<file path="src/rtl/pc_gen.sv">
// pc_gen: RV32 fetch PC generator with prioritised redirects; optional return-address stack under PC_RAS_EN
module pc_gen #(
  parameter int XLEN = 32,
  parameter logic [XLEN-1:0] RESET_VECTOR = '0,
  parameter int RAS_DEPTH = 4
) (
  input  logic            clk,
  input  logic            rst,
  input  logic            pc_ready,
  input  logic            trap_flag,
  input  logic [XLEN-1:0] trap_addr,
  input  logic            jump_flag,
  input  logic [XLEN-1:0] jump_addr,
  input  logic            ras_push,
  input  logic [XLEN-1:0] ras_push_addr,
  input  logic            ras_pop,
  output logic [XLEN-1:0] pc_out,
  output logic            pc_valid,
  output logic            misalign_err,
  output logic            ras_empty
);
  logic            ras_hit;
  logic [XLEN-1:0] ras_top;
  logic [XLEN-1:0] target;
  logic [XLEN-1:0] pc_next;
`ifdef PC_RAS_EN
  localparam int PW = (RAS_DEPTH > 1) ? $clog2(RAS_DEPTH) : 1;
  localparam int CW = $clog2(RAS_DEPTH + 1);
  logic [XLEN-1:0] ras_mem [RAS_DEPTH];
  logic [PW-1:0]   ptr;
  logic [CW-1:0]   count;
  logic            push;
  assign push      = ras_push & ~trap_flag & ~jump_flag;
  assign ras_hit   = ras_pop & ~trap_flag & ~jump_flag & (count != '0);
  assign ras_top   = ras_mem[ptr];
  assign ras_empty = count == '0;
  // ptr names the top entry; a push+pop pair rewrites the top in place, a full push overwrites the oldest slot
  always_ff @(posedge clk)
    if (rst) begin
      ptr   <= '0;
      count <= '0;
    end else if (push && ras_hit) begin
      ras_mem[ptr] <= ras_push_addr;
    end else if (push) begin
      ras_mem[ptr + 1'b1] <= ras_push_addr;
      ptr                 <= ptr + 1'b1;
      count               <= (count == CW'(RAS_DEPTH)) ? count : count + 1'b1;
    end else if (ras_hit) begin
      ptr   <= ptr - 1'b1;
      count <= count - 1'b1;
    end
`else
  localparam int unused_depth = RAS_DEPTH;
  logic unused_ras;
  assign unused_ras = ^{ras_push, ras_pop, ras_push_addr};
  assign ras_hit    = 1'b0;
  assign ras_top    = '0;
  assign ras_empty  = 1'b1;
`endif
  assign target  = trap_flag ? trap_addr : jump_flag ? jump_addr : ras_top;
  assign pc_next = (trap_flag | jump_flag | ras_hit) ? (target & ~XLEN'(3))
                 : (pc_valid & pc_ready) ? pc_out + XLEN'(4) : pc_out;
  // PC register, sticky valid and one-cycle misaligned-target pulse
  always_ff @(posedge clk)
    if (rst) begin
      pc_out       <= RESET_VECTOR;
      pc_valid     <= 1'b0;
      misalign_err <= 1'b0;
    end else begin
      pc_out       <= pc_next;
      pc_valid     <= 1'b1;
      misalign_err <= trap_flag ? |trap_addr[1:0] : jump_flag & |jump_addr[1:0];
    end
endmodule

</file>
<file path="config.mk">
export PLATFORM = sky130hd
export DESIGN_NAME = pc_gen
export DESIGN_NICKNAME = d
export VERILOG_FILES = /design/src/rtl/pc_gen.sv
export SDC_FILE = /design/constraint.sdc
export NUM_CORES = 1
export LEC_CHECK = 0
export ABC_AREA = 1
export BUFFER_PORTS_ARGS = -buffer_cell sky130_fd_sc_hd__buf_2
export CAP_MARGIN = 0
export CORE_MARGIN = 5
export CORE_UTILIZATION = 30
export DETAILED_ROUTE_END_ITERATION = 12
export GPL_TIMING_DRIVEN = 0
export SLEW_MARGIN = 10
export SYNTH_ARGS = -nofsm -noshare
export SYNTH_HDL_FRONTEND = slang
export SYNTH_SLANG_ARGS = --single-unit
</file>
<file path="constraint.sdc">
create_clock -name clk -period 1.3 [get_ports clk]
set_input_delay 0.195 -clock clk [delete_from_list [all_inputs] [get_ports clk]]
set_output_delay 0.195 -clock clk [all_outputs]
set_load 0.02 [all_outputs]
</file>
### Word level (Yosys, flattened, before mapping)

Index checks and enable logic that the tools add are counted.

| operators by class | value |
|---|---|
| add/sub/neg operators | 1 |
| mux-type cells | 6 |
| bitwise gates (word level) | 3 |
| reduce and logical (&&, ||, !) cells | 4 |

Operators with widths:

| operator | number |
|---|---|
| 32-bit 2-to-1 mux | 4 |
| 32-bit by 3-bit adder with 32-bit output (second input constant) | 1 |
| 2-bit OR reduction | 3 |
| 1-bit AND | 2 |
| 1-bit 2-to-1 mux | 2 |
| 2-bit nonzero test | 1 |
| 1-bit bitwise OR | 1 |

| storage, ports and cells | value |
|---|---|
| register bits after elaboration | 34 |
| logic and storage cells | 18 |

### Longest topological paths before layout

Gate-level depths: netlist of run 1.

| depth | value |
|---|---|
| depth after elaboration | 3 |
| depth in mapped cells | 10 |

### Worst setup path after synthesis of run 1

Ideal clock, no wire load.

| timing | value |
|---|---|
| path type | flip-flop to flip-flop |
| start | register pc_out[3] |
| end | register pc_out[18] |
| library setup time | 0.070 ns |
| data arrival time | 1.453 ns |
| slack | -0.222 ns |
| cell stages (with the launch flop) | 9 |
| buffers on the path | 0 |
| cell sequence | dfxtp_1 -> ha_1 -> nand2_2 -> nor2_4 -> nand2_4 -> nor2_4 -> xor2_1 -> nand2_1 -> a21oi_1 |

| on the way | value |
|---|---|
| cells in the longest elaborated chain, start to end | 3 |

Ends and longest elaborated chain:

| what | RTL line | text |
|---|---|---|
| start, declared | 17 | `output logic [XLEN-1:0] pc_out,` |
| start signal, assigned | 70 | `pc_out <= pc_next;` |
| 32-bit by 3-bit adder with 32-bit output | 62 | `: (pc_valid & pc_ready) ? pc_out + XLEN'(4) : pc_out;` |
| 32-bit 2-to-1 mux | 62 |  |
| 32-bit 2-to-1 mux | 61 | `assign pc_next = (trap_flag \| jump_flag \| ras_hit) ? (target & ~XLEN'(3))` |

No other way between the ends. The select of a mux whose other input is x is not followed.
A chain may end at the register's enable or synchronous reset.

### Final worst setup path of run 1

| timing | value |
|---|---|
| start | register pc_out[3] |
| end | register pc_out[24] |

Same word-level chain as after synthesis.

==> metrics, run 1 <==
run status=finished with violations; failing checks=setup timing; largest family of logic cells by synthesized area=simple AND/OR/NAND/NOR gates; cell family with most CP delay=simple AND/OR/NAND/NOR gates; Cells after DPL=569; Synth Area in XOR/XNOR=0.0214; cell count of the worst hold path=2; cell area after synthesis=2400 sq um; number of global-route vias before repair=2,743; crit path capture type=flop; DRT Pass-1 Iters=4; crit path max fanout=4; Distinct cells, synth=28; Synth Register Bits=32; post-synthesis mux area share=0; Worst VDD drop=0.329 mV; Hold Crit Class=in2reg; clock-pin slew on the worst setup and hold paths=0.07 ns; Final nets=588; Die Y=99.4 um; flop2flop setup slack=-0.13 ns; Via-to-Cell Ratio=4.91; final setup fails=21; Synth Area in Compound Gates=0.263; Simple-Gate Fraction of Synth Area=0.350; GRT Util Overall=0.170; Setup WS pre-CTS=-0.182 ns; Power Density=805 nW/um^2; largest net degree at the start of global routing=11; critical path's largest stage delay=0.36 ns; most common cell after layout, fill and taps aside=buf_2; clock skew=0.00705 ns; TritonCTS Buffers=5; Endpoint, Worst Hold=pc_out[2]; RR Endpoint=pc_out[24]; initial antenna violation count=0; CP cell instances=ha_4, nand2_4, nor2_4, nand2_2, nor2_4, nand2_1, nand2_1, nand3_1, a21oi_1; Worst Min Path Start=rst; final setup margin=-0.126 ns; RSZ-0062 raised after global routing=true; Avg Inst Size Synth=6.53 sq um; core box area=7770 sq um; layout cells sized above 1=0.416; Initial Util=0.308; port bufs=99; CP bufs+invs=0; non-filler cells, final=587; die area=9870 sq um; DRC=0; Clock Path Buffers=2; worst slew pin tran=0.611 ns; Max Cap Viol=0; Hold Violations, Final=0; most frequent cells in the layout=106 x buf_2, 83 x nand2_1, 34 x o21ai_0; Stages on worst setup path=9; drt initial violations=102; static leakage=1.50 nW; routed vias=2,883; fillers=845; R2R depth=9; # rows=32; Slew Limit Fails=0; # IOs=138; ant diodes=0; TritonCTS clock tree=yes; DRT Wirelength=8.32 mm; H-tree levels=2; Worst EP arrival=1.64 ns; sequential area share after synthesis=0.267; final worst path period share=1.10; min Tclk post-route=1.43 ns; WS Path Type=reg2reg; Congestion Overflow GR=0; Root Driver=clkbuf_8; routed len/inst=14.2 um; Synth Instances=367; CTS Sinks=32; clock latency on the worst-skew pair=0.28 ns; worst r2r src=pc_out[3]; Slew HR=0.592; first-pass GRT wire length=13.6 mm; Post-DP HPWL=6.51 mm; Critical Path Slowest Stage Cell=dfxtp_4; Synth Area in Adders=0.00522; post-route ant nets=0; Worst Path Required=1.52 ns; gpl congestion=0.895; startpoint types=flop; chip width=99.4 um; P&R area growth vs syn=40.4%; Synth Warn #=0; f_max=0.701 GHz
sequential cells by signal, indices dropped and copies added (netlist names):
signal / count
pc_out: 30
misalign_err: 1
pc_valid: 1
logic make-up after synthesis:
family	Yosys count
AOI/OAI and AO/OA	102
xor gates and xnor gates	5
adders and majority gates	1
buffers and inverters	51
DFF	32
other	2
and+or+nand+nor	174
per-layer routing:
layer	vias to the layer above	share of wire	wire length, um	GRT usage
li1	1479	-	-	-
met1	1315	0.46	3860	0.227
met2	83	0.46	3840	0.278
met3	6	0.064	530	0.0337
met4	0	0.011	91	0.0462
met5	-	0	0	0
synth_stat cells:
cell	n	area, sq um
nand2_4	2	22.5
nand3b_1	1	7.51
nor2_1	32	120
o21ai_0	34	170
a221oi_1	19	166
conb_1	2	7.51
xor2_1	4	35.0
a31oi_1	8	50.1
a21oi_1	26	130
nand2_1	85	319
o21bai_1	3	22.5
nand3_1	27	135
nor3_1	1	5.00
or2_2	1	6.26
nor2_2	4	25.0
xor2_2	1	16.3
nor2_4	8	90.1
o21a_1	1	7.51
and2_1	2	12.5
a22oi_1	11	82.6
dfxtp_1	32	641
buf_2	7	35.0
nor2_8	2	40.0
clkbuf_1	9	33.8
inv_1	31	116
ha_1	1	12.5
buf_4	4	30.0
nand2_2	9	56.3
repair_timing:
item	4_1_cts	5_1_grt
buffers inserted	6	4
gates resized for setup	17	21
pin swaps	4	4
endpoints found under the setup margin	22	27
hold buffers	0	0
power breakdown:
| group | switching (mW) | leakage [nW] | internal [mW] |
|---|---|---|---|
| Clock | 0.374 | 0.0455 | 0.432 |
| Sequential | 0.110 | 0.274 | 1.07 |
| Combinational | 0.425 | 1.18 | 0.297 |
worst max-delay path by stage:
stage	endpoint	slack [ns]	from
2_1_floorplan	pc_out[18]	-0.04	pc_out[3]
3_3_place_gp	pc_out[23]	-0.16	trap_flag
3_5_place_dp	pc_out[23]	-0.18	trap_flag
4_1_cts	pc_out[24]	-0.13	pc_out[3]
5_1_grt	pc_out[28]	-0.26	pc_out[3]
6_report	pc_out[24]	-0.13	pc_out[3]
final cells by class:
cell class	instances	area [sq um]	area share
Multi-Input combinational cell	285	1680	0.500
Inverter	31	116	0.0346
Clock buffer	8	90.1	0.0268
Timing Repair Buffer	109	571	0.170
Buffer	20	98.8	0.0294
Sequential cell	32	679	0.202
Tap cell	102	128	0.0379
stage by stage:
stage	hold WS, ns	util	TNS, ns	area, sq um	power (mW)
after global routing	0.101	0.433	-3.86	3360	2.87
after CTS	0.100	0.419	-1.49	3260	2.70
after detailed placement	0.405	0.395	-2.97	3070	1.88
after floorplan	0.264	-	-0.163	2450	1.59
final	0.102	0.433	-1.46	3360	2.71
after global placement	0.401	0.395	-2.46	3070	1.87
Note: power is estimated with default switching activity, not from simulation.
==> inputs of run 2 (changes only) <==
- clock period: 1.3 -> 1.15 ns (I/O delays scaled with it)
==> run 2 against run 1 <==
The flow still finishes with violations (setup timing). Flip-flop and latch count did not move. Highest routed layer unchanged. First-iteration DRC count rose by 72%. Maximum frequency fell by 3.0%. Worst hold slack worse by 0.025 ns. Via count grew 1.0%. Register-to-register slack worse by 0.19 ns. Largest cell class unchanged. Non-clock buffer count grew 4.
==> metrics, run 2 (synthesis gave the netlist of run 1 again) <==
most common cell after layout, fill and taps aside=buf_2; Endpoint, Worst Hold=pc_out[2]; most frequent cells in the layout=104 x buf_2, 77 x nand2_1, 33 x o21ai_0; Stages on worst setup path=10; Hold Crit Class=in2reg; Root Driver=clkbuf_8; number of global-route vias before repair=2,783; gpl congestion=0.880; Worst Min Path Start=rst; Worst VDD drop=0.370 mV; ant diodes=0; static leakage=1.55 nW; CP cell instances=ha_4, nand2_4, nor2_4, buf_4, buf_4, buf_6, buf_6, nand3_2, nand3_2, a31oi_1; setup TNS=-4.86 ns; worst slew pin tran=0.601 ns; clock-pin slew on the worst setup and hold paths=0.07 ns; Initial Util=0.308; Max Cap Viol=0; busiest grt layer=met2; P&R area growth vs syn=45.6%; Largest Register=pc_out; clock latency on the worst-skew pair=0.29 ns; Worst EP arrival=1.68 ns; max FFs per register=30; RR Endpoint=pc_out[10]; clock skew=0.0109 ns; Cells after DPL=569; crit path capture type=flop; TritonCTS clock tree=yes; post-route cell area=3490 sq um; f_max=0.680 GHz; grt met1 use=0.230; core box area=7770 sq um; Slew HR=0.600; R2R depth=10; # rows=32; drt initial violations=175; Fin Hold WS=0.0769 ns; Setup WS pre-CTS=-0.314 ns; worst r2r src=pc_out[3]; run status=finished with violations; Final nets=592; final setup margin=-0.320 ns; DRT Pass-1 Iters=4; non-filler cells, final=591; DRC=0; Slew Limit Fails=0; largest registers=pc_out x30, misalign_err x1, pc_valid x1; critical path's largest stage delay=0.36 ns; routed vias=2,912; met2 usage=0.273; total power draw=3.13 mW; routed len/inst=14.6 um; final setup fails=26; fillers=826; GRT Util Overall=0.169; cell family with most CP delay=buffers and inverters; # IOs=138; Post-DP HPWL=6.55 mm; port bufs=99; RSZ-0062 raised after global routing=true; largest net degree at the start of global routing=11; final worst path period share=1.28; Power Density=898 nW/um^2; DRT Wirelength=8.65 mm; TritonCTS Buffers=5; Hold Violations, Final=0; failing checks=setup timing; first-pass GRT wire length=13.6 mm; DP Area=3090 sq um; met3 Use GR=0.0309; Finished Core Util=0.449; WS Path Type=reg2reg; Via-to-Cell Ratio=4.93; Congestion Overflow GR=0; CTS Sinks=32; startpoint types=flop; chip width=99.4 um; initial antenna violation count=0; post-route ant nets=0; layout cells sized above 1=0.450; Critical Path Slowest Stage Cell=dfxtp_4; Worst Path Required=1.36 ns; CP bufs+invs=4; flop2flop setup slack=-0.32 ns; H-tree levels=2; crit path max fanout=4; Die Y=99.4 um; min Tclk post-route=1.47 ns; cell count of the worst hold path=2; Clock Path Buffers=2; Hold-fix buffers, CTS=0; die area=9870 sq um
## run 2: changes by cell type in the layout (fill, tap and decap cells not counted), sizes merged
| cell | before | now |
|---|---|---|
| clkbuf | 17 | 16 |
| buf | 120 | 125 |
## run 2: timing repair
| item | 4_1_cts | 5_1_grt |
|---|---|---|
| endpoints found under the hold margin | 0 | 0 |
| setup buffers | 8 | 8 |
| gates resized for setup | 16 | 46 |
| pin swaps | 14 | 13 |
| endpoints found under the setup margin | 28 | 30 |
## run 2: power by group
part           leakage, nW  switching [mW]  total, mW  internal, mW
sequential           0.277           0.135       1.34          1.21
combinational         1.22           0.481      0.818         0.337
clock               0.0515           0.427      0.974         0.546
## run 2: per-layer routing
layer  part of all wire  vias to the layer above  wire [um]
met5                  0                        -          0
met4              0.015                        0        126
met3              0.067                        9        581
met2               0.46                       95       4020
met1               0.45                     1316       3930
li1                   -                     1492          -
## run 2: how the worst max path moves through the flow
stage | startpoint | end | slack [ns]
6_report | pc_out[3] | pc_out[10] | -0.32
5_1_grt | pc_out[3] | pc_out[22] | -0.39
4_1_cts | pc_out[3] | pc_out[18] | -0.31
3_5_place_dp | trap_flag | pc_out[27] | -0.31
3_3_place_gp | trap_flag | pc_out[23] | -0.31
2_1_floorplan | pc_out[3] | pc_out[16] | -0.18
## run 2: final cells by class
type | count | area (sq um) | area share
well taps | 102 | 128 | 0.0366
inverters | 31 | 116 | 0.0334
multi-input cells | 285 | 1720 | 0.494
flip-flops and latches | 32 | 704 | 0.202
repair buffers | 113 | 608 | 0.174
plain buffers | 20 | 110 | 0.0316
clock buffers | 8 | 100 | 0.0287
## run 2: worst reg2reg max path: cells and delay by family, from the launching register on
| kind | cells | cell delay (ns) |
|---|---|---|
| buf+inv | 4 | 0.46 |
| flops | 1 | 0.36 |
| simple gates | 4 | 0.24 |
| fa+ha+maj | 1 | 0.17 |
| compound gates | 1 | 0.16 |
==> inputs of run 3 (changes only) <==
- PLACE_DENSITY_LB_ADDON: default -> 0.12
==> run 3 against run 2 <==
Count of clock-buffer cells in the layout shrank 1. Sequential share of layout area shrank 0.14 points. Flip-flop and latch count is the same. Largest power group unchanged. Cell count grew 0.34%. Critical endpoint is now pc_out[16]. Sequential power is essentially flat. Core utilization shrank 0.97 points. The flow still finishes with violations (setup timing). Via count shrank 0.72%. Register-to-register slack is essentially flat.
==> metrics, run 3 (synthesis gave the netlist of run 1 again) <==
run status=finished with violations; failing checks=setup timing; max FFs per register=30; DP Area=3090 sq um; min Tclk post-route=1.46 ns; Finished Core Util=0.439; largest registers=pc_out x30, misalign_err x1, pc_valid x1; crit path max fanout=4; routed vias=2,891; # IOs=138; Endpoint, Worst Hold=pc_out[2]; largest net degree at the start of global routing=13; Worst Path Required=1.37 ns; met2 usage=0.271; TritonCTS Buffers=5; chip width=99.4 um; Initial Util=0.308; Power Density=885 nW/um^2; Hold-fix buffers, CTS=0; cell family with most CP delay=simple AND/OR/NAND/NOR gates; # rows=32; final setup margin=-0.315 ns; met3 Use GR=0.0295; static leakage=1.55 nW; post-route ant nets=0; TritonCTS clock tree=yes; Hold Violations, Final=0; Fin Hold WS=0.0659 ns; Slew HR=0.602; Worst EP arrival=1.68 ns; startpoint types=flop; layout cells sized above 1=0.415; Final nets=594; ant diodes=0; number of global-route vias before repair=2,764; DRT Pass-1 Iters=4; CP cell instances=ha_4, nand2_4, nor2_4, nand2_4, nor2_4, xor2_1, nand2_1, a21oi_1; DRT Wirelength=8.45 mm; worst slew pin tran=0.597 ns; post-route cell area=3410 sq um; clock-pin slew on the worst setup and hold paths=0.07 ns; grt met1 use=0.233; crit path capture type=flop; drt initial violations=103; H-tree levels=2; die area=9870 sq um; Root Driver=clkbuf_8; RR Endpoint=pc_out[16]; routed len/inst=14.2 um; Critical Path Slowest Stage Cell=dfxtp_4; initial antenna violation count=0; first-pass GRT wire length=13.6 mm; gpl congestion=0.874; most common cell after layout, fill and taps aside=buf_2; CTS Sinks=32; CP bufs+invs=0; GRT Util Overall=0.170; fillers=892; Max Cap Viol=0; flop2flop setup slack=-0.31 ns; clock skew=0.00459 ns; cell count of the worst hold path=2; final worst path period share=1.27; busiest grt layer=met2; final setup fails=28; Die Y=99.4 um; worst r2r src=pc_out[3]; Worst VDD drop=0.371 mV; DRC=0; Via-to-Cell Ratio=4.88; Congestion Overflow GR=0; Post-DP HPWL=6.63 mm; R2R depth=8; most frequent cells in the layout=104 x buf_2, 81 x nand2_1, 34 x o21ai_0; port bufs=99; core box area=7770 sq um; Clock Path Buffers=2; Slew Limit Fails=0; WS Path Type=reg2reg; Worst Min Path Start=rst; RSZ-0062 raised after global routing=true; P&R area growth vs syn=42.5%; clock latency on the worst-skew pair=0.29 ns; Hold Crit Class=in2reg; critical path's largest stage delay=0.36 ns; f_max=0.683 GHz; Largest Register=pc_out
==> run 3: layout make-up <==
cell class                      count  area (sq um)  share of cell area
Multi-Input combinational cell    285          1660               0.487
Buffer                             19           105              0.0308
Tap cell                          102           128              0.0374
Inverter                           31           119              0.0348
Clock buffer                        7          76.3              0.0224
Clock inverter                      1          3.75             0.00110
Timing Repair Buffer              116           634               0.186
Sequential cell                    32           684               0.201
==> run 3: repair_timing <==
item,in CTS,in global routing
setup buffers,9,8
pin swaps,10,13
gates resized for setup,15,20
endpoints found under the setup margin,28,32
gates cloned,0,0
==> run 3: worst max path at each step <==
| stage | startpoint | cells past startpoint | to | slack, ns |
|---|---|---|---|---|
| floorplan | pc_out[3] | 8 | pc_out[16] | -0.18 |
| global placement | trap_flag | 5 | pc_out[23] | -0.32 |
| detailed placement | trap_flag | 5 | pc_out[27] | -0.36 |
| CTS | pc_out[2] | 8 | pc_out[16] | -0.33 |
| global route | pc_out[2] | 9 | pc_out[22] | -0.43 |
| finish | pc_out[3] | 8 | pc_out[16] | -0.31 |
==> run 3: per-layer routing <==
metal	part of all wire	wire length (um)	up-vias
met5	0	0	-
met4	0.011	97	0
met3	0.068	571	7
met2	0.45	3820	88
met1	0.47	3960	1301
li1	-	-	1495
==> run 3: stage by stage <==
step / total power, mW / worst slack (ns) / setup TNS, ns / std cells
CTS: 3.03 / -0.329 / -5.81 / 585
finish: 3.02 / -0.315 / -6.32 / 593
global placement: 2.12 / -0.319 / -6.79 / 569
detailed placement: 2.13 / -0.357 / -7.55 / 569
floorplan: 1.80 / -0.181 / -2.67 / 368
global route: 3.21 / -0.429 / -9.00 / 593
==> run 3: report_power, final <==
group | internal [mW] | switching, mW | leakage [nW] | total [mW]
Sequential | 1.21 | 0.129 | 0.275 | 1.34
Combinational | 0.339 | 0.471 | 1.23 | 0.810
Clock | 0.422 | 0.448 | 0.0399 | 0.871
==> run 3: worst reg2reg max path: cells and delay by family (launching register included) <==
| family | cells | cell delay (ns) |
|---|---|---|
| AOI/OAI and AO/OA | 1 | 0.13 |
| DFF | 1 | 0.36 |
| and+or+nand+nor | 5 | 0.61 |
| xor gates and xnor gates | 1 | 0.15 |
| adders and majority gates | 1 | 0.14 |
